[src/rtl/mixer_demod.sv]
// rtl/mixer_demod.sv - NCO sine mixer with integrate-and-dump decimator for ADC samples

// Sine table, 127 * sin(2*pi*phase/256) rounded, stored as one quarter wave.
module sine_lookup (
  input  logic [7:0]        phase_i,
  output logic signed [7:0] sine_o
);

  logic [6:0] qidx;
  logic [6:0] mag;

  // Fold the falling quarters back onto the rising quarter (index 0..64).
  always_comb begin
    qidx = phase_i[6] ? (7'd64 - {1'b0, phase_i[5:0]}) : {1'b0, phase_i[5:0]};
  end

  // Quarter-wave magnitude table.
  always_comb begin
    mag = 7'd0;
    case (qidx)
      7'd0:  mag = 7'd0;   7'd1:  mag = 7'd3;   7'd2:  mag = 7'd6;   7'd3:  mag = 7'd9;
      7'd4:  mag = 7'd12;  7'd5:  mag = 7'd16;  7'd6:  mag = 7'd19;  7'd7:  mag = 7'd22;
      7'd8:  mag = 7'd25;  7'd9:  mag = 7'd28;  7'd10: mag = 7'd31;  7'd11: mag = 7'd34;
      7'd12: mag = 7'd37;  7'd13: mag = 7'd40;  7'd14: mag = 7'd43;  7'd15: mag = 7'd46;
      7'd16: mag = 7'd49;  7'd17: mag = 7'd51;  7'd18: mag = 7'd54;  7'd19: mag = 7'd57;
      7'd20: mag = 7'd60;  7'd21: mag = 7'd63;  7'd22: mag = 7'd65;  7'd23: mag = 7'd68;
      7'd24: mag = 7'd71;  7'd25: mag = 7'd73;  7'd26: mag = 7'd76;  7'd27: mag = 7'd78;
      7'd28: mag = 7'd81;  7'd29: mag = 7'd83;  7'd30: mag = 7'd85;  7'd31: mag = 7'd88;
      7'd32: mag = 7'd90;  7'd33: mag = 7'd92;  7'd34: mag = 7'd94;  7'd35: mag = 7'd96;
      7'd36: mag = 7'd98;  7'd37: mag = 7'd100; 7'd38: mag = 7'd102; 7'd39: mag = 7'd104;
      7'd40: mag = 7'd106; 7'd41: mag = 7'd107; 7'd42: mag = 7'd109; 7'd43: mag = 7'd111;
      7'd44: mag = 7'd112; 7'd45: mag = 7'd113; 7'd46: mag = 7'd115; 7'd47: mag = 7'd116;
      7'd48: mag = 7'd117; 7'd49: mag = 7'd118; 7'd50: mag = 7'd120; 7'd51: mag = 7'd121;
      7'd52: mag = 7'd122; 7'd53: mag = 7'd122; 7'd54: mag = 7'd123; 7'd55: mag = 7'd124;
      7'd56: mag = 7'd125; 7'd57: mag = 7'd125; 7'd58: mag = 7'd126; 7'd59: mag = 7'd126;
      7'd60: mag = 7'd126; 7'd61: mag = 7'd127; 7'd62: mag = 7'd127; 7'd63: mag = 7'd127;
      7'd64: mag = 7'd127;
      default: mag = 7'd0;
    endcase
  end

  // Second half of the cycle is the negated first half.
  always_comb begin
    sine_o = phase_i[7] ? (8'd0 - {1'b0, mag}) : {1'b0, mag};
  end

endmodule

// Mixes offset-binary samples with the NCO sine and dumps 2^DECIM_LOG2-sample sums.
module mixer_demod #(
  parameter int DECIM_LOG2 = 4,
  parameter int ACC_W      = 16 + DECIM_LOG2
) (
  input  logic       clk,
  input  logic       rst_n,
  input  logic [7:0] in_sample,
  input  logic       in_valid,
  input  logic [7:0] freq_word,
  input  logic [7:0] phase_ofs,
  input  logic       phase_clr,
  output logic [7:0] out_data,
  output logic       out_valid
);

  localparam int                      SHIFT    = DECIM_LOG2 + 7;
  localparam logic [DECIM_LOG2-1:0]   CNT_LAST = '1;
  localparam logic signed [ACC_W-1:0] SAT_HI   = 127;
  localparam logic signed [ACC_W-1:0] SAT_LO   = -128;

  // NCO
  logic [7:0] phase_acc_q, phase_acc_d;
  logic [7:0] phase_base;

  // S1: signed sample and lookup phase
  logic              s1_valid_q, s1_valid_d;
  logic signed [7:0] s1_sample_q, s1_sample_d;
  logic [7:0]        s1_phase_q, s1_phase_d;

  // S2: sine value and sample
  logic              s2_valid_q, s2_valid_d;
  logic signed [7:0] s2_sine_q, s2_sine_d;
  logic signed [7:0] s2_sample_q, s2_sample_d;
  logic signed [7:0] sine_w;

  // S3: product
  logic               s3_valid_q, s3_valid_d;
  logic signed [15:0] s3_prod_q, s3_prod_d;

  // S4: integrator and output
  logic signed [ACC_W-1:0] acc_q, acc_d;
  logic [DECIM_LOG2-1:0]   cnt_q, cnt_d;
  logic [7:0]              out_data_q, out_data_d;
  logic                    out_valid_q, out_valid_d;
  logic signed [ACC_W-1:0] prod_ext;
  logic signed [ACC_W-1:0] sum_w;
  logic signed [ACC_W-1:0] shifted_w;
  logic [7:0]              sat_w;

  sine_lookup u_sine (
    .phase_i (s1_phase_q),
    .sine_o  (sine_w)
  );

  // NCO advance and S1 capture; phase_clr restarts the phase before this sample.
  always_comb begin
    phase_base  = phase_clr ? 8'h00 : phase_acc_q;
    phase_acc_d = in_valid ? (phase_base + freq_word) : phase_base;
    s1_valid_d  = in_valid;
    s1_sample_d = in_valid ? $signed(in_sample ^ 8'h80) : s1_sample_q;
    s1_phase_d  = in_valid ? (phase_base + phase_ofs) : s1_phase_q;
  end

  // S2/S3 data path; phase_clr drops anything already in flight.
  always_comb begin
    s2_valid_d  = s1_valid_q & ~phase_clr;
    s2_sine_d   = s1_valid_q ? sine_w : s2_sine_q;
    s2_sample_d = s1_valid_q ? s1_sample_q : s2_sample_q;
    s3_valid_d  = s2_valid_q & ~phase_clr;
    s3_prod_d   = s2_valid_q ? (s2_sample_q * s2_sine_q) : s3_prod_q;
  end

  // Dump value: floor-scaled block sum, clamped to the signed 8-bit range.
  always_comb begin
    prod_ext  = {{(ACC_W-16){s3_prod_q[15]}}, s3_prod_q};
    sum_w     = acc_q + prod_ext;
    shifted_w = sum_w >>> SHIFT;
    if (shifted_w > SAT_HI) begin
      sat_w = 8'h7f;
    end else if (shifted_w < SAT_LO) begin
      sat_w = 8'h80;
    end else begin
      sat_w = shifted_w[7:0];
    end
  end

  // Integrate products; the last product of a block produces the strobe.
  always_comb begin
    acc_d       = acc_q;
    cnt_d       = cnt_q;
    out_data_d  = out_data_q;
    out_valid_d = 1'b0;
    if (phase_clr) begin
      acc_d = '0;
      cnt_d = '0;
    end else if (s3_valid_q) begin
      if (cnt_q != CNT_LAST) begin
        acc_d = sum_w;
        cnt_d = cnt_q + 1'b1;
      end else begin
        acc_d       = '0;
        cnt_d       = '0;
        out_data_d  = sat_w;
        out_valid_d = 1'b1;
      end
    end
  end

  // State registers.
  always_ff @(posedge clk or negedge rst_n) begin
    if (!rst_n) begin
      phase_acc_q <= 8'h00;
      s1_valid_q  <= 1'b0;
      s1_sample_q <= 8'sh00;
      s1_phase_q  <= 8'h00;
      s2_valid_q  <= 1'b0;
      s2_sine_q   <= 8'sh00;
      s2_sample_q <= 8'sh00;
      s3_valid_q  <= 1'b0;
      s3_prod_q   <= 16'sh0000;
      acc_q       <= '0;
      cnt_q       <= '0;
      out_data_q  <= 8'h00;
      out_valid_q <= 1'b0;
    end else begin
      phase_acc_q <= phase_acc_d;
      s1_valid_q  <= s1_valid_d;
      s1_sample_q <= s1_sample_d;
      s1_phase_q  <= s1_phase_d;
      s2_valid_q  <= s2_valid_d;
      s2_sine_q   <= s2_sine_d;
      s2_sample_q <= s2_sample_d;
      s3_valid_q  <= s3_valid_d;
      s3_prod_q   <= s3_prod_d;
      acc_q       <= acc_d;
      cnt_q       <= cnt_d;
      out_data_q  <= out_data_d;
      out_valid_q <= out_valid_d;
    end
  end

  assign out_data  = out_data_q;
  assign out_valid = out_valid_q;

endmodule
[config.mk]
export PLATFORM = sky130hd
export DESIGN_NAME = mixer_demod
export DESIGN_NICKNAME = d
export VERILOG_FILES = /design/src/rtl/mixer_demod.sv
export SDC_FILE = /design/constraint.sdc
export NUM_CORES = 1
export LEC_CHECK = 0
export CAP_MARGIN = 20
export CORE_MARGIN = 2
export CORE_UTILIZATION = 25
export DETAILED_ROUTE_END_ITERATION = 12
export GPL_TIMING_DRIVEN = 0
export PLACE_DENSITY = 0.51
export SLEW_MARGIN = 5
export SYNTH_ARGS = -nofsm -noshare
export SYNTH_HDL_FRONTEND = slang
export SYNTH_SLANG_ARGS = --single-unit
[constraint.sdc]
create_clock -name clk -period 4.6 [get_ports clk]
set_input_delay 0.46 -clock clk [delete_from_list [all_inputs] [get_ports clk]]
set_output_delay 0.46 -clock clk [all_outputs]
set_load 0.02 [all_outputs]
==> qor.csv, run 1 <==
metric;value;unit
cts.sinks;92;
cts_tree;done;
preCtsSetupSlack;-0.2980;ns
crit_chain;buf_4 -> buf_4 -> nand2_1 -> fa_1 -> inv_1 -> fa_1 -> inv_1 -> fa_1 -> fa_1 -> inv_1 -> ha_1 -> a21oi_2 -> o21ai_2 -> a211oi_4 -> nor3_4 -> nor3_1 -> xnor2_1 -> mux2_2;
routed_via_density;4.699;
status;complete, no violations;
grt_usage;11.87;%
avgRoutedWirePerCell;14.01;µm
regArea;2321;µm²
antenna_found_initial;0;
htreeDepth;3;
io_buffers;36;
synthTopCellsByArea;dfrtp_1 26%, fa_1 13%, ha_1 9.4%;
fill_cells;3691;
setup_slack;0.2253;ns
rows;68;
r2r_end;s3_prod_q[13]$_DFFE_PN0P_;
synth.ff_latch_count;92;
vias;6875;
syn-cell-area;8773;µm²
worstSetupPathType;register to register;
worstHoldPathType;input port to asynchronous set/reset pin;
fin_worst_skew;0.01406;ns
drc_errors;0;
crit_slowest_cell;fa_1;
yosys.area.top_type;dfrtp_1;
cap_violations;0;
final_max_slew_viol_count;0;
wirelength;20500;µm
reg2reg_from;s2_sample_q[3]$_DFFE_PN0P_;
gp_congestion;0.8452;
synthArstFlopShare;100.0;%
fin_crit_sh;95.10;%
cts_made_buffers;9;
clk_latency;0.36;ns
drive_gt1_share;13.69;%
dominantRegCellSynth;dfrtp_1;
endpoint_kind;register;
fmax;228.6;MHz
grt_pass1_vias;6935;
path_max_fanout;6;
finalNetCount;1155;
grt_max_degree;54;
clockBufferDepth;2;
tightestPinTransition;0.7733;ns
min_period;4.375;ns
setup_violations;0;
r2r_setup_slack;0.23;ns
dp_hpwl;15820;µm
final_cell_mix;109 x inv_1, 77 x dfrtp_1, 61 x nand2_1, 61 x ha_1, 57 x fa_1;
core;34540;µm²
yosysUniqueCellTypes;80;
grt-ovfl-total;0;
cts_root_buffer;clkbuf_16;
clkTransAtPathRegs;0.07;ns
io_pins;37;
seq_area_frac_synth;26.24;%
ant_nets;0;
cts_hold_buf;0;
timing.critical_path.buf_inv;5;
worstPathArrival;4.61;ns
die_w;191.3;µm
synth_warnings;0;
max_stage_delay;0.54;ns
crit_top_cell;fa_1;
post-route-util;29.73;%
die-area;36610;µm²
firstDrtPassIters;7;
multi_input_area;5964;µm²
area_growth;17.06;%
drt_iter0_drc;397;
synth_nets;1091;
cp.required;4.84;ns
antennaDiodeCount;0;
r2r_cells;18;
layout_commonest_cell;inv_1;
syn_area_per_cell;9.343;µm²
synth_top_area_share;26.24;%
hold_viol_final;0;
synth_edf_count;0;
grt_pass1_wl;35130;µm
die_h;191.3;µm
crit_family;adder cells;
syn_inst;939;
start_util;25.40;%
relSlewSlack;48.08;%
start_kind;register;
==> cells by family (layout without fill, tap and decap cells) <==
group / count (synthesis) / after routing / synth area share (%)
XOR/XNOR: 50 / 50 / 5.377
adder cells (fa/ha/maj): 125 / 125 / 22.76
AND/OR/NAND/NOR: 253 / 253 / 15.30
flip-flops: 92 / 92 / 26.24
buffers and inverters: 145 / 214 / 6.688
AO/OA/AOI/OAI: 232 / 232 / 18.28
multiplexers: 42 / 42 / 5.348
==> layer usage <==
metal  share of wire, %  vias up  track usage, %
met1                 50     3342           16.24
met5                  0        -               0
li1                   -     3408               -
met2                 45      110           19.01
met3                3.8       15           2.552
met4                1.3        0           2.929
==> sequential cells by signal, summed over array words and instances (netlist names), 4 cells and up <==
register / flops
acc_q: 20
s3_prod_q: 16
out_data: 8
phase_acc_q: 8
s1_phase_q: 8
s1_sample_q: 8
s2_sample_q: 8
s2_sine_q: 8
cnt_q: 4
==> worst max-delay path by stage <==
| stage | start | end | slack [ns] | cells past startpoint |
|---|---|---|---|---|
| final | s2_sample_q[3]$_DFFE_PN0P_ | s3_prod_q[13]$_DFFE_PN0P_ | 0.23 | 18 |
| after global routing | s2_sample_q[7]$_DFFE_PN0P_ | s3_prod_q[15]$_DFFE_PN0P_ | -0.01 | 13 |
| after CTS | s2_sample_q[3]$_DFFE_PN0P_ | s3_prod_q[12]$_DFFE_PN0P_ | 0.0005 | 17 |
| after detailed placement | s2_sine_q[6]$_DFFE_PN0P_ | s3_prod_q[15]$_DFFE_PN0P_ | -0.30 | 17 |
| after global placement | rst_n | acc_q[2]$_DFFE_PN0P_ | -0.81 | 1 |
| after floorplan | s2_sine_q[6]$_DFFE_PN0P_ | s3_prod_q[15]$_DFFE_PN0P_ | 0.25 | 17 |
==> what timing repair did <==
action / in CTS / in global routing
buffers inserted: 1 / 16
gates resized for setup: 9 / 30
setup endpoints to repair: 4 / 6
pin swaps: 2 / 8
==> final cells by class <==
type                       count  share of cell area [%]
clock inverter                 7                  0.9381
inverter                     111                   4.057
clock buffer                   9                   2.193
timing repair buffer          54                   4.971
sequential                    92                   22.60
tap                          455                   5.543
multi-input combinational    702                   58.08
buffer                        33                   1.620
==> through the flow <==
stage	hold WS [ns]	TNS, ns	instance area (µm²)	cells
CTS	0.1299	0	10070	1447
global route	0.1503	-0.01528	10270	1463
global placement	0.4692	-73.82	9703	1430
floorplan	0.1644	0	8773	939
finish	0.1072	0	10270	1463
detailed placement	0.4737	-0.9004	9728	1431
==> synth_stat cells (33+ instances only) <==
| cell | instances |
|---|---|
| nand2_1 | 61 |
| xnor2_1 | 33 |
| a21oi_1 | 51 |
| fa_1 | 58 |
| o21ai_0 | 51 |
| and2_1 | 47 |
| nor2_1 | 38 |
| mux2_2 | 36 |
| inv_1 | 109 |
| ha_1 | 66 |
| dfrtp_1 | 92 |
Power of run 1 is not shown: default switching activity piles up to over one toggle a cycle in this logic, so the estimate is an artifact.
==> run 2, diff against run 1 <==
--- a/config.mk
+++ b/config.mk
@@ -9,7 +9,7 @@
 export CORE_MARGIN = 2
 export CORE_UTILIZATION = 25
 export DETAILED_ROUTE_END_ITERATION = 12
-export GPL_TIMING_DRIVEN = 0
+export GPL_TIMING_DRIVEN = 1
 export PLACE_DENSITY = 0.51
 export SLEW_MARGIN = 5
 export SYNTH_ARGS = -nofsm -noshare
==> run 2 against run 1 <==
Compared with the run above: maximum frequency is 0.86% higher; critical endpoint is now s3_prod_q[12]$_DFFE_PN0P_; die area stayed put; count of clock-buffer cells in the layout is 1 higher; critical path type unchanged; routed wire length is 1.4% lower; clock skew is 0.0041 ns lower; final cell count is 1.2% lower; sequential share of layout area is 0.082 points higher; utilization is 0.35 points lower.
==> qor.csv, run 2 (synthesis results as in run 1) <==
metric;value;unit
status;complete, no violations;
cts_tree;done;
cts_hold_buf;0;
drt-met1-wl;10010;µm
clockBufferDepth;2;
fin_worst_skew;0.009941;ns
final_cell_mix;109 x inv_1, 92 x dfrtp_1, 64 x ha_1;
area_growth;15.69;%
die-area;36610;µm²
avgRoutedWirePerCell;13.98;µm
io_pins;37;
grt_pass1_vias;6869;
relSlewSlack;41.01;%
hold_viol_final;0;
reg_top3;acc_q: 20 flops, s3_prod_q: 16 flops;
multi_input_area;5932;µm²
cp.required;4.86;ns
drt_iter0_drc;239;
clkTransAtPathRegs;0.07;ns
htreeDepth;3;
endpoint_kind;register;
grt-ovfl-total;0;
cts_root_buffer;clkbuf_16;
path_max_fanout;5;
regArea;2302;µm²
highest_layer;met4;
grt_pass1_wl;34630;µm
firstDrtPassIters;4;
tightestPinTransition;0.8849;ns
dp_hpwl;15440;µm
worstHoldPathType;input port to asynchronous set/reset pin;
antenna_found_initial;0;
core;34540;µm²
drive_gt1_share;12.01;%
largest_reg_flops;20;
setup_slack;0.2624;ns
wl_met2;9269;µm
drc_errors;0;
layout_commonest_cell;inv_1;
worstPathArrival;4.60;ns
fmax;230.5;MHz
wl_met3;629;µm
fin_crit_sh;94.30;%
rows;68;
cts_made_buffers;9;
gp_congestion;0.8094;
cts.sinks;92;
post-route-util;29.38;%
ant_nets;0;
cap_violations;0;
start_util;25.40;%
grt_usage;11.72;%
final_max_slew_viol_count;0;
setup_violations;0;
grt_max_degree;64;
clk_latency;0.36;ns
die_w;191.3;µm
worstSetupPathType;register to register;
io_buffers;36;
die_h;191.3;µm
fill_cells;3753;
routed_via_density;4.656;
antennaDiodeCount;0;
min_period;4.338;ns
start_kind;register;
rsz0062_at_grt;true;
vias;6732;
preCtsSetupSlack;0.09560;ns
finalNetCount;1139;
wirelength;20220;µm
top_register;acc_q;
run 2: cell types whose count changed in the layout (fill, tap and decap cells not counted), sizes merged:
cell,previous run,this run
clkbuf,26,10
inv,112,109
bufinv,2,1
buf,35,36
clkinvlp,0,2
run 2: cell type report:
cell class,instances,area share (%)
multi-input combinational,702,58.44
clock inverter,5,0.6164
sequential,92,22.68
tap,455,5.609
inverter,111,4.105
timing repair buffer,71,6.188
clock buffer,10,2.355
run 2: routing by layer:
metal  GRT usage [%]  vias up
met5               0        -
met4           3.107        0
met3           2.589       24
met2           19.05       85
met1           15.68     3280
li1                -     3343
run 2: metrics by stage:
stage | cell area (µm²) | hold slack (ns) | setup TNS, ns | cells
2_1_floorplan | 8773 | 0.1644 | 0 | 939
3_3_place_gp | 9779 | 0.4683 | 0 | 1428
3_5_place_dp | 9779 | 0.4703 | 0 | 1428
4_1_cts | 10080 | 0.2501 | 0 | 1443
5_1_grt | 10150 | 0.2811 | -0.09783 | 1446
6_report | 10150 | 0.2130 | 0 | 1446
run 2: timing repair:
item | CTS | global route
buffers inserted | 0 | 2
gates resized for setup | 0 | 12
endpoints found under the hold margin | 0 | 0
endpoints found under the setup margin | 0 | 5
run 2: path summary, 6_finish.rpt:
| kind | start | end | slack (ns) | cells past startpoint |
|---|---|---|---|---|
| setup / recovery | s2_sine_q[3]$_DFFE_PN0P_ | s3_prod_q[12]$_DFFE_PN0P_ | 0.26 | 17 |
| setup reg to reg | s2_sine_q[3]$_DFFE_PN0P_ | s3_prod_q[12]$_DFFE_PN0P_ | 0.26 | 17 |
| hold reg to reg | out_data[0]$_DFFE_PN0P_ | out_data[0]$_DFFE_PN0P_ | 0.48 | 2 |
| max in group asynchronous | rst_n | out_data[1]$_DFFE_PN0P_ | 3.49 | 2 |
| hold / removal | rst_n | s1_sample_q[6]$_DFFE_PN0P_ | 0.21 | 1 |
| min in group clk | out_data[0]$_DFFE_PN0P_ | out_data[0]$_DFFE_PN0P_ | 0.48 | 2 |
run 2: worst max-delay path, stage by stage, from the launching register on:
cell and delay [ns]:
dfrtp_1 0.42, buf_4 0.18, and2_1 0.15, fa_1 0.46, ha_1 0.29, inv_1 0.05
fa_1 0.50, fa_1 0.54, inv_1 0.04, ha_1 0.33, nor2b_1 0.15, o21ai_1 0.17
a21boi_1 0.11, o21ai_1 0.21, a21oi_2 0.10, o21a_1 0.19, o21a_1 0.16, o31ai_1 0.21
Power of run 2 is left out for the same reason.
